==> config.mk <==
export PLATFORM = sky130hd
export DESIGN_NAME = wb_ser_scheduler
export DESIGN_NICKNAME = d
export VERILOG_FILES = /design/src/rtl/wb_ser_scheduler.sv
export SDC_FILE = /design/constraint.sdc
export NUM_CORES = 1
export LEC_CHECK = 0
export ABC_CLOCK_PERIOD_IN_PS = 3200
export CAP_MARGIN = 20
export CORE_MARGIN = 5
export CORE_UTILIZATION = 45
export DETAILED_ROUTE_END_ITERATION = 12
export DONT_BUFFER_PORTS = 1
export GPL_ROUTABILITY_DRIVEN = 0
export SYNTH_ARGS = -nofsm -noshare
export SYNTH_HDL_FRONTEND = slang
export SYNTH_SLANG_ARGS = --single-unit
==> constraint.sdc <==
create_clock -name CLK_I -period 3.2 [get_ports CLK_I]
set_clock_uncertainty 0.05 [all_clocks]
set_input_delay 0.32 -clock CLK_I [delete_from_list [all_inputs] [get_ports CLK_I]]
set_output_delay 0.32 -clock CLK_I [all_outputs]
set_load 0.1 [all_outputs]
==> src/rtl/wb_ser_scheduler.sv <==
// Wishbone master sharing the serializer write port among NREQ requesters.
// Round-robin grant, one registered WB write per grant, comma idle words
// when the link is quiet, and abort of cycles that never get a response.
module wb_ser_scheduler #(
    parameter int          NREQ      = 4,
    parameter logic [31:0] ADR_SER   = 32'h0000_0000,
    parameter int          TIMEOUT   = 4096,
    parameter bit          IDLE_EN   = 1'b1,
    parameter int          IDLE_GAP  = 64,
    parameter logic [31:0] IDLE_WORD = {5'b0, 9'h1BC, 9'h1BC, 9'h1BC}
) (
    input  logic                 CLK_I,
    input  logic                 RST_I,
    input  logic [NREQ-1:0]      req_i,
    input  logic [NREQ*32-1:0]   data_i,
    output logic [NREQ-1:0]      done_o,
    output logic [NREQ-1:0]      err_o,
    output logic                 busy_o,
    output logic [15:0]          tx_count_o,
    output logic                 CYC_O,
    output logic                 STB_O,
    output logic                 WE_O,
    output logic [31:0]          ADR_O,
    output logic [31:0]          DAT_O,
    input  logic                 ACK_I,
    input  logic                 ERR_I
);

    localparam int IDXW = (NREQ > 1) ? $clog2(NREQ) : 1;
    localparam int TOW  = $clog2(TIMEOUT) + 1;
    localparam int IGW  = $clog2(IDLE_GAP) + 1;

    localparam logic [IDXW-1:0] LAST_IDX  = IDXW'(NREQ - 1);
    localparam logic [TOW-1:0]  TO_LAST   = TOW'(TIMEOUT - 1);
    localparam logic [IGW-1:0]  IDLE_LAST = IGW'(IDLE_GAP - 1);

    typedef enum logic [1:0] {ST_IDLE, ST_WRITE, ST_RESP} state_t;

    state_t            state_reg, state_next;
    logic [IDXW-1:0]   owner_reg, owner_next;
    logic              owned_reg, owned_next;
    logic [IDXW-1:0]   rr_reg, rr_next;
    logic [IGW-1:0]    idle_cnt_reg, idle_cnt_next;
    logic [TOW-1:0]    to_cnt_reg, to_cnt_next;
    logic [15:0]       tx_count_reg, tx_count_next;
    logic [NREQ-1:0]   done_reg, done_next;
    logic [NREQ-1:0]   err_reg, err_next;
    logic              cyc_reg, cyc_next;
    logic              we_reg, we_next;
    logic [31:0]       adr_reg, adr_next;
    logic [31:0]       dat_reg, dat_next;

    logic [31:0]       data_arr [NREQ];
    logic [NREQ-1:0]   at_or_above_rr;
    logic [NREQ-1:0]   owner_hot;
    logic [NREQ-1:0]   req_hi;
    logic              found_any, found_hi;
    logic [IDXW-1:0]   idx_lo, idx_hi, win_idx;

    // Per-requester views: data word, position relative to rr, owner decode
    generate
        for (genvar gi = 0; gi < NREQ; gi++) begin : g_req
            assign data_arr[gi]       = data_i[gi*32 +: 32];
            assign at_or_above_rr[gi] = (IDXW'(gi) >= rr_reg);
            assign owner_hot[gi]      = (owner_reg == IDXW'(gi));
        end
    endgenerate

    assign req_hi = req_i & at_or_above_rr;

    // Round-robin pick: lowest request at/above rr, else lowest overall (wrap)
    always_comb begin
        found_any = 1'b0;
        found_hi  = 1'b0;
        idx_lo    = '0;
        idx_hi    = '0;
        for (int i = NREQ - 1; i >= 0; i--) begin
            if (req_i[i]) begin
                found_any = 1'b1;
                idx_lo    = IDXW'(i);
            end
            if (req_hi[i]) begin
                found_hi = 1'b1;
                idx_hi   = IDXW'(i);
            end
        end
        win_idx = found_hi ? idx_hi : idx_lo;
    end

    // Next-state and registered-output computation
    always_comb begin
        state_next    = state_reg;
        owner_next    = owner_reg;
        owned_next    = owned_reg;
        rr_next       = rr_reg;
        idle_cnt_next = idle_cnt_reg;
        to_cnt_next   = to_cnt_reg;
        tx_count_next = tx_count_reg;
        done_next     = '0;
        err_next      = '0;
        cyc_next      = cyc_reg;
        we_next       = we_reg;
        adr_next      = adr_reg;
        dat_next      = dat_reg;

        case (state_reg)
            ST_IDLE: begin
                if (found_any) begin
                    // A request beats a coincident idle trigger
                    state_next    = ST_WRITE;
                    owner_next    = win_idx;
                    owned_next    = 1'b1;
                    cyc_next      = 1'b1;
                    we_next       = 1'b1;
                    adr_next      = ADR_SER;
                    dat_next      = data_arr[win_idx];
                    idle_cnt_next = '0;
                    to_cnt_next   = '0;
                end else if (IDLE_EN && (idle_cnt_reg == IDLE_LAST)) begin
                    state_next    = ST_WRITE;
                    owned_next    = 1'b0;
                    cyc_next      = 1'b1;
                    we_next       = 1'b1;
                    adr_next      = ADR_SER;
                    dat_next      = IDLE_WORD;
                    idle_cnt_next = '0;
                    to_cnt_next   = '0;
                end else if (idle_cnt_reg != IDLE_LAST) begin
                    idle_cnt_next = idle_cnt_reg + 1'b1;
                end
            end
            ST_WRITE: begin
                to_cnt_next = to_cnt_reg + 1'b1;
                if (ACK_I || ERR_I || (to_cnt_reg == TO_LAST)) begin
                    state_next = ST_RESP;
                    cyc_next   = 1'b0;
                    we_next    = 1'b0;
                    adr_next   = '0;
                    dat_next   = '0;
                    if (owned_reg) begin
                        rr_next = (owner_reg == LAST_IDX) ? '0 : owner_reg + 1'b1;
                    end
                    // Only a clean ACK counts as a delivered word
                    if (ACK_I && !ERR_I) begin
                        tx_count_next = tx_count_reg + 16'd1;
                        if (owned_reg) begin
                            done_next = owner_hot;
                        end
                    end else if (owned_reg) begin
                        err_next = owner_hot;
                    end
                end
            end
            ST_RESP: begin
                // Dead cycle keeps CYC_O low so the serializer re-arms
                to_cnt_next = '0;
                state_next  = ST_IDLE;
            end
            default: begin
                state_next = ST_IDLE;
            end
        endcase
    end

    // State and output registers with synchronous reset
    always_ff @(posedge CLK_I) begin
        if (RST_I) begin
            state_reg    <= ST_IDLE;
            owner_reg    <= '0;
            owned_reg    <= 1'b0;
            rr_reg       <= '0;
            idle_cnt_reg <= '0;
            to_cnt_reg   <= '0;
            tx_count_reg <= '0;
            done_reg     <= '0;
            err_reg      <= '0;
            cyc_reg      <= 1'b0;
            we_reg       <= 1'b0;
            adr_reg      <= '0;
            dat_reg      <= '0;
        end else begin
            state_reg    <= state_next;
            owner_reg    <= owner_next;
            owned_reg    <= owned_next;
            rr_reg       <= rr_next;
            idle_cnt_reg <= idle_cnt_next;
            to_cnt_reg   <= to_cnt_next;
            tx_count_reg <= tx_count_next;
            done_reg     <= done_next;
            err_reg      <= err_next;
            cyc_reg      <= cyc_next;
            we_reg       <= we_next;
            adr_reg      <= adr_next;
            dat_reg      <= dat_next;
        end
    end

    assign CYC_O      = cyc_reg;
    assign STB_O      = cyc_reg;
    assign WE_O       = we_reg;
    assign ADR_O      = adr_reg;
    assign DAT_O      = dat_reg;
    assign busy_o     = cyc_reg;
    assign done_o     = done_reg;
    assign err_o      = err_reg;
    assign tx_count_o = tx_count_reg;

endmodule

==> impl_metrics.toml, run 1 <==
[route]
dr_total_vias = 3976
drtAntennaViolNets = 0
detail_route.vias_per_cell = 5.78
drc_errors = 0
post_drt_wl_per_cell_um = 20.3
drt_iter0_markers = 270
routed_wl_um = 13900
dr.pass1.iters = 5

[global_route]
antenna_found_initial = 2
track_usage_pct = 21.1
grt_start_max_net_pins = 40
first_global_vias = 3902
top_usage_layer = "met2"
met2_usage_pct = 34.6
met1_usage_pct = 24.4
grt_pass1_wl_um = 21500
grt-ovfl-total = 0
grt_use_met3_pct = 8.41

[clocking]
cts-resized-gates = 0
worstSkewPairLatency_ns = 0.36
root_buffer = "clkbuf_8"
cts_tree = "done"
cts-htree-levels = 3
clock_path_buffers = 2
clkTransAtPathRegs_ns = 0.08
cts_buffers = 9
cts_sinks = 84

[place]
dp_hpwl_um = 10500
io_buffer_count = 0
dp.cells = 669
place_ws_ns = 0.793

[sta]
tns_ns = 0
finalCritPeriodShare_pct = 76.5
slew_headroom_pct = 24.3
rsz0062_at_grt = "no"
clock.fmax_ghz = 0.409
hold_violations = 0
finalCriticalPeriod_ns = 2.45
slew_viol_final = 0
tightest_slew_ns = 1.14
finalWorstSetupSlack_ns = 0.752
setup_viol = 0

[yosys]
synth_area_um2 = 4730
synth_area_leaders = "dfxtp_1, buf_4, mux2i_1"
synth_ff_type = "dfxtp_1"
synth.most_common_cell = "dfxtp_1"
async_flop_share_pct = 0
yosysTopAreaCell = "dfxtp_1"
ys_ff_latch = 84
avgSynthCellArea_um2 = 8.67
ys_types = 56
synth_common_cells = "dfxtp_1, nand2_1, nor2_1"
synth_enable_flop_cells = 0
synthCells = 546
yosysSeqAreaShare_pct = 35.5
synth_top_area_share_pct = 35.5
ys.warnings.count = 0

[floorplan]
start_util_pct = 46.1
core-area_um2 = 10300
die_w_um = 113
dieArea_um2 = 12700
rows = 37
die_h_um = 113
io_pins = 228

[pwr]
power.density_nw_per_um2 = 602
power_uw = 3010
vdd_drop_max_v = 0.000331
p_leak_uw = 0.00198

[final_layout]
final_cells = 688
nNetsFinal = 688
syn2layout_area_growth_pct = 5.63
largest_register_ffs = 32
drive_gt1_share_pct = 12.0
fillers = 1014

[setup_path]
timing.rr.end = "DAT_O[28]"
worstSetupPathType = "register to register"
worstSetupEndpoint = "DAT_O[28]"
critPathLaunch = "rr_reg[1]"
worstSetupEndpointType = "register"
crit_fanout = 37
start_kind = "register"
arrival_ns = 2.67
timing.rr.start = "rr_reg[1]"
critPathRequiredTime_ns = 3.42
r2r_setup_slack_ns = 0.75
rr_worst_depth = 5

[hold_path]
hold_path.class = "input port to register"
hp-start = "data_i[35]"

[run]
maxCapViolCount = 0

[run_status]
status = "finished clean"
worst min-delay path by stage:
stage | endpoint | slack [ns] | cells after the start
2_1_floorplan | idle_cnt_reg[1] | 0.40 | 2
6_report | DAT_O[3] | 0.07 | 2
3_5_place_dp | WE_O | 0.35 | 1
5_1_grt | DAT_O[3] | 0.06 | 2
3_3_place_gp | WE_O | 0.34 | 1
4_1_cts | DAT_O[3] | 0.05 | 2
cells by family after synthesis:
group                      synth area share (%)
AOI/OAI and AO/OA                          20.3
xor gates and xnor gates                   4.07
adders and majority gates                  1.85
buffers and inverters                      9.17
DFF                                        35.5
muxes                                      5.95
other                                    0.0792
and+or+nand+nor                            23.0
worst max-delay path: stages, from the launching register on:
cell and delay [ns]:
dfxtp_1 0.43, nand2_1 0.08, a221o_1 0.55, nand2_2 0.61, nand2_1 0.37, o221ai_1 0.26
cell usage in the layout, fill, tap and decap left out, types with 4 or more instances in the layout:
master,synthesis,final
clkbuf_8,0,10
a311oi_2,10,10
nor2_1,45,45
and3_1,29,29
dfxtp_1,84,83
nand3_1,26,26
nand2_1,53,53
a211oi_1,19,19
ha_1,7,7
xor2_1,15,15
and2_1,11,11
nand4b_1,4,4
conb_1,1,32
a21boi_0,7,7
o211ai_1,12,12
mux2i_1,27,27
nand2b_1,5,5
nor2b_1,5,5
xnor2_1,7,7
nand4_1,7,7
o21ai_0,8,8
inv_1,4,4
a21oi_1,34,34
a311oi_1,12,12
buf_4,37,23
o221ai_1,8,8
per-stage QoR:
stage	instance area [um2]	hold WS (ns)	util, %
CTS	5000	0.0512	48.6
floorplan	4850	0.399	-
finish	5000	0.0691	48.7
global placement	4780	0.343	46.5
global route	5000	0.0591	48.7
detailed placement	4780	0.346	46.5
per-layer routing:
metal	share of wire (%)	wire, um
met5	0	0
met4	1.1	148
met2	50	6910
met1	39	5500
met3	9.9	1380
power by group:
part | switching [uW] | internal (uW) | leakage (uW) | total [uW]
clock | 384 | 382 | 0.000100 | 766
combinational | 401 | 149 | 0.00119 | 550
sequential | 574 | 1120 | 0.000687 | 1690
total | 1360 | 1650 | 0.00198 | 3010
layout make-up:
class	instances	area [um2]	area share (%)
sequential	84	1690	33.7
tap	136	170	3.40
clock buffer	12	145	2.90
multi-input combinational	422	2740	54.8
antenna	2	5.00	0.100
clock inverter	4	48.8	0.976
timing repair buffer	24	193	3.85
inverter	4	15.0	0.300
what timing repair did:
action                                  in CTS  in global routing
setup buffers                                0                  0
hold buffers                                 1                  0
endpoints found under the setup margin       0                  0
hold endpoints to repair                    39                  0
No activity file was read; power rests on OpenSTA's default activity.
==> run 2, diff against run 1 <==
--- a/config.mk
+++ b/config.mk
@@ -5,7 +5,7 @@
 export SDC_FILE = /design/constraint.sdc
 export NUM_CORES = 1
 export LEC_CHECK = 0
-export ABC_CLOCK_PERIOD_IN_PS = 3200
+export ABC_CLOCK_PERIOD_IN_PS = 2100
 export CAP_MARGIN = 20
 export CORE_MARGIN = 5
 export CORE_UTILIZATION = 45
==> constraint.sdc (replaced) <==
create_clock -name CLK_I -period 2.1 [get_ports CLK_I]
set_clock_uncertainty 0.05 [all_clocks]
set_input_delay 0.21 -clock CLK_I [delete_from_list [all_inputs] [get_ports CLK_I]]
set_output_delay 0.21 -clock CLK_I [all_outputs]
set_load 0.1 [all_outputs]
==> impl_metrics.toml, run 2 (synthesized netlist as in run 1, its figures left out) <==
[setup_path]
start_kind = "register"
critPathMostFrequentCell = "buf_4"
worstSetupEndpointType = "register"
rr_worst_depth = 7
crit_fanout = 18
critPathRequiredTime_ns = 2.28
timing.rr.end = "DAT_O[11]"
arrival_ns = 2.14
cp_slowest_cell = "a211oi_1"
cpPeakStageDelay_ns = 0.36
path_cells = "or2_4 -> nor2_1 -> buf_4 -> o21ai_2 -> buf_4 -> a211oi_1 -> a311oi_2"
path_buf_inv = 2
worstSetupPathType = "register to register"
r2r_setup_slack_ns = 0.14
critical_path.top_delay_family = "simple AND/OR/NAND/NOR gates"
timing.rr.start = "state_reg[0]"

[final_layout]
largest_register_ffs = 32
nNetsFinal = 782
final_cells = 782
fillers = 954
drive_gt1_share_pct = 20.5
final_common_cell = "dfxtp_1"
final_cell_mix = "dfxtp_1, buf_4, nand2_1"
syn2layout_area_growth_pct = 24.6

[pwr]
power_uw = 4850
p_leak_uw = 0.00246
power.density_nw_per_um2 = 822
vdd_drop_max_v = 0.000410

[place]
dp.cells = 726
io_buffer_count = 0
dp_hpwl_um = 10700

[sta]
finalCriticalPeriod_ns = 1.96
whs_ns = 0.0159
setup_viol = 0
rsz0062_at_grt = "no"
slew_headroom_pct = 56.4
tns_ns = 0
clock.fmax_ghz = 0.511
hold_violations = 0
finalCritPeriodShare_pct = 93.3
tightest_slew_ns = 0.653
slew_viol_final = 0

[run]
maxCapViolCount = 0

[floorplan]
core-area_um2 = 10300
start_util_pct = 46.1
io_pins = 228
dieArea_um2 = 12700
rows = 37
die_h_um = 113
die_w_um = 113

[route]
routed_wl_um = 14700
drt_iter0_markers = 282
drc_errors = 0
dr.max_layer_used = "met4"
drt-met1-wl_um = 5730
dr_total_vias = 4374
drtAntennaViolNets = 0
dr.pass1.iters = 4
detail_route.vias_per_cell = 5.59
wl_met2_um = 7170
dr_wl_met3_um = 1290
post_drt_wl_per_cell_um = 18.8

[clocking]
clock_path_buffers = 2
root_buffer = "clkbuf_8"
worstSkewPairLatency_ns = 0.35
cts_sinks = 84
cts_buffers = 9
cts-htree-levels = 3
clkTransAtPathRegs_ns = 0.08
cts_tree = "done"

[global_route]
first_global_vias = 4491
grt-ovfl-total = 0
grt_start_max_net_pins = 41
track_usage_pct = 22.6
grt_pass1_wl_um = 23200
antenna_found_initial = 2

[hold_path]
hp-start = "data_i[50]"
hold_path.class = "input port to register"
holdPathEnd = "DAT_O[18]"
hold_depth = 2

[run_status]
status = "finished clean"
-- run 2: cell types whose count changed in the layout (fill, tap and decap cells not counted), moves of 4 or more --
cell	before	now
buf_12	1	7
dlygate4sd3_1	0	36
dfxtp_2	0	4
dfxtp_1	83	79
buf_4	23	75
-- run 2: metal layers --
metal	global-route usage, %	vias to the layer above
met3	8.19	42
met4	11.2	0
met5	0	-
li1	-	2115
met2	37.4	188
met1	25.6	2029
-- run 2: power breakdown --
| part | internal, uW | switching (uW) | leakage [uW] | total [uW] |
|---|---|---|---|---|
| logic | 452 | 1490 | 0.00167 | 1940 |
| registers | 1710 | 51.7 | 0.000689 | 1760 |
| clock network | 564 | 584 | 0.000101 | 1150 |
| total | 2720 | 2130 | 0.00246 | 4850 |
-- run 2: worst max path at each step --
| stage | endpoint | cells past startpoint | startpoint |
|---|---|---|---|
| after floorplan | tx_count_o[13] | 5 | tx_count_o[4] |
| after global placement | DAT_O[19] | 6 | idle_cnt_reg[0] |
| after detailed placement | DAT_O[25] | 4 | rr_reg[1] |
| after CTS | DAT_O[24] | 7 | rr_reg[1] |
| after global routing | DAT_O[24] | 6 | rr_reg[1] |
| final | DAT_O[11] | 7 | state_reg[0] |
-- run 2: what timing repair did --
action / CTS / global route
gates resized for setup: 0 / 5
buffers inserted: 0 / 1
endpoints found under the hold margin: 58 / 0
hold buffers: 37 / 0
setup endpoints to repair: 0 / 31
-- run 2: worst reg2reg max path, delay by kind of cell, from the launching register on --
kind | cells | cell delay [ns]
buffers and inverters | 2 | 0.41
AOI/OAI and AO/OA | 3 | 0.51
and+or+nand+nor | 2 | 0.54
DFF | 1 | 0.32
-- run 2: layout make-up --
cell class	count	area (um2)	area share (%)
antenna	2	5.00	0.0849
clock buffer	13	180	3.06
clock inverter	3	17.5	0.297
inverter	4	15.0	0.255
multi-input combinational	422	2760	46.7
sequential	84	1690	28.7
tap	136	170	2.89
timing repair buffer	118	1060	18.0
-- run 2: stage by stage --
step / util, % / setup WS (ns) / area [um2]
floorplan: - / 0.0350 / 4850
global placement: 51.3 / 0.114 / 5280
detailed placement: 51.3 / 0.0661 / 5280
CTS: 57.0 / 0.0469 / 5850
global route: 57.4 / 0.00295 / 5900
finish: 57.4 / 0.142 / 5900
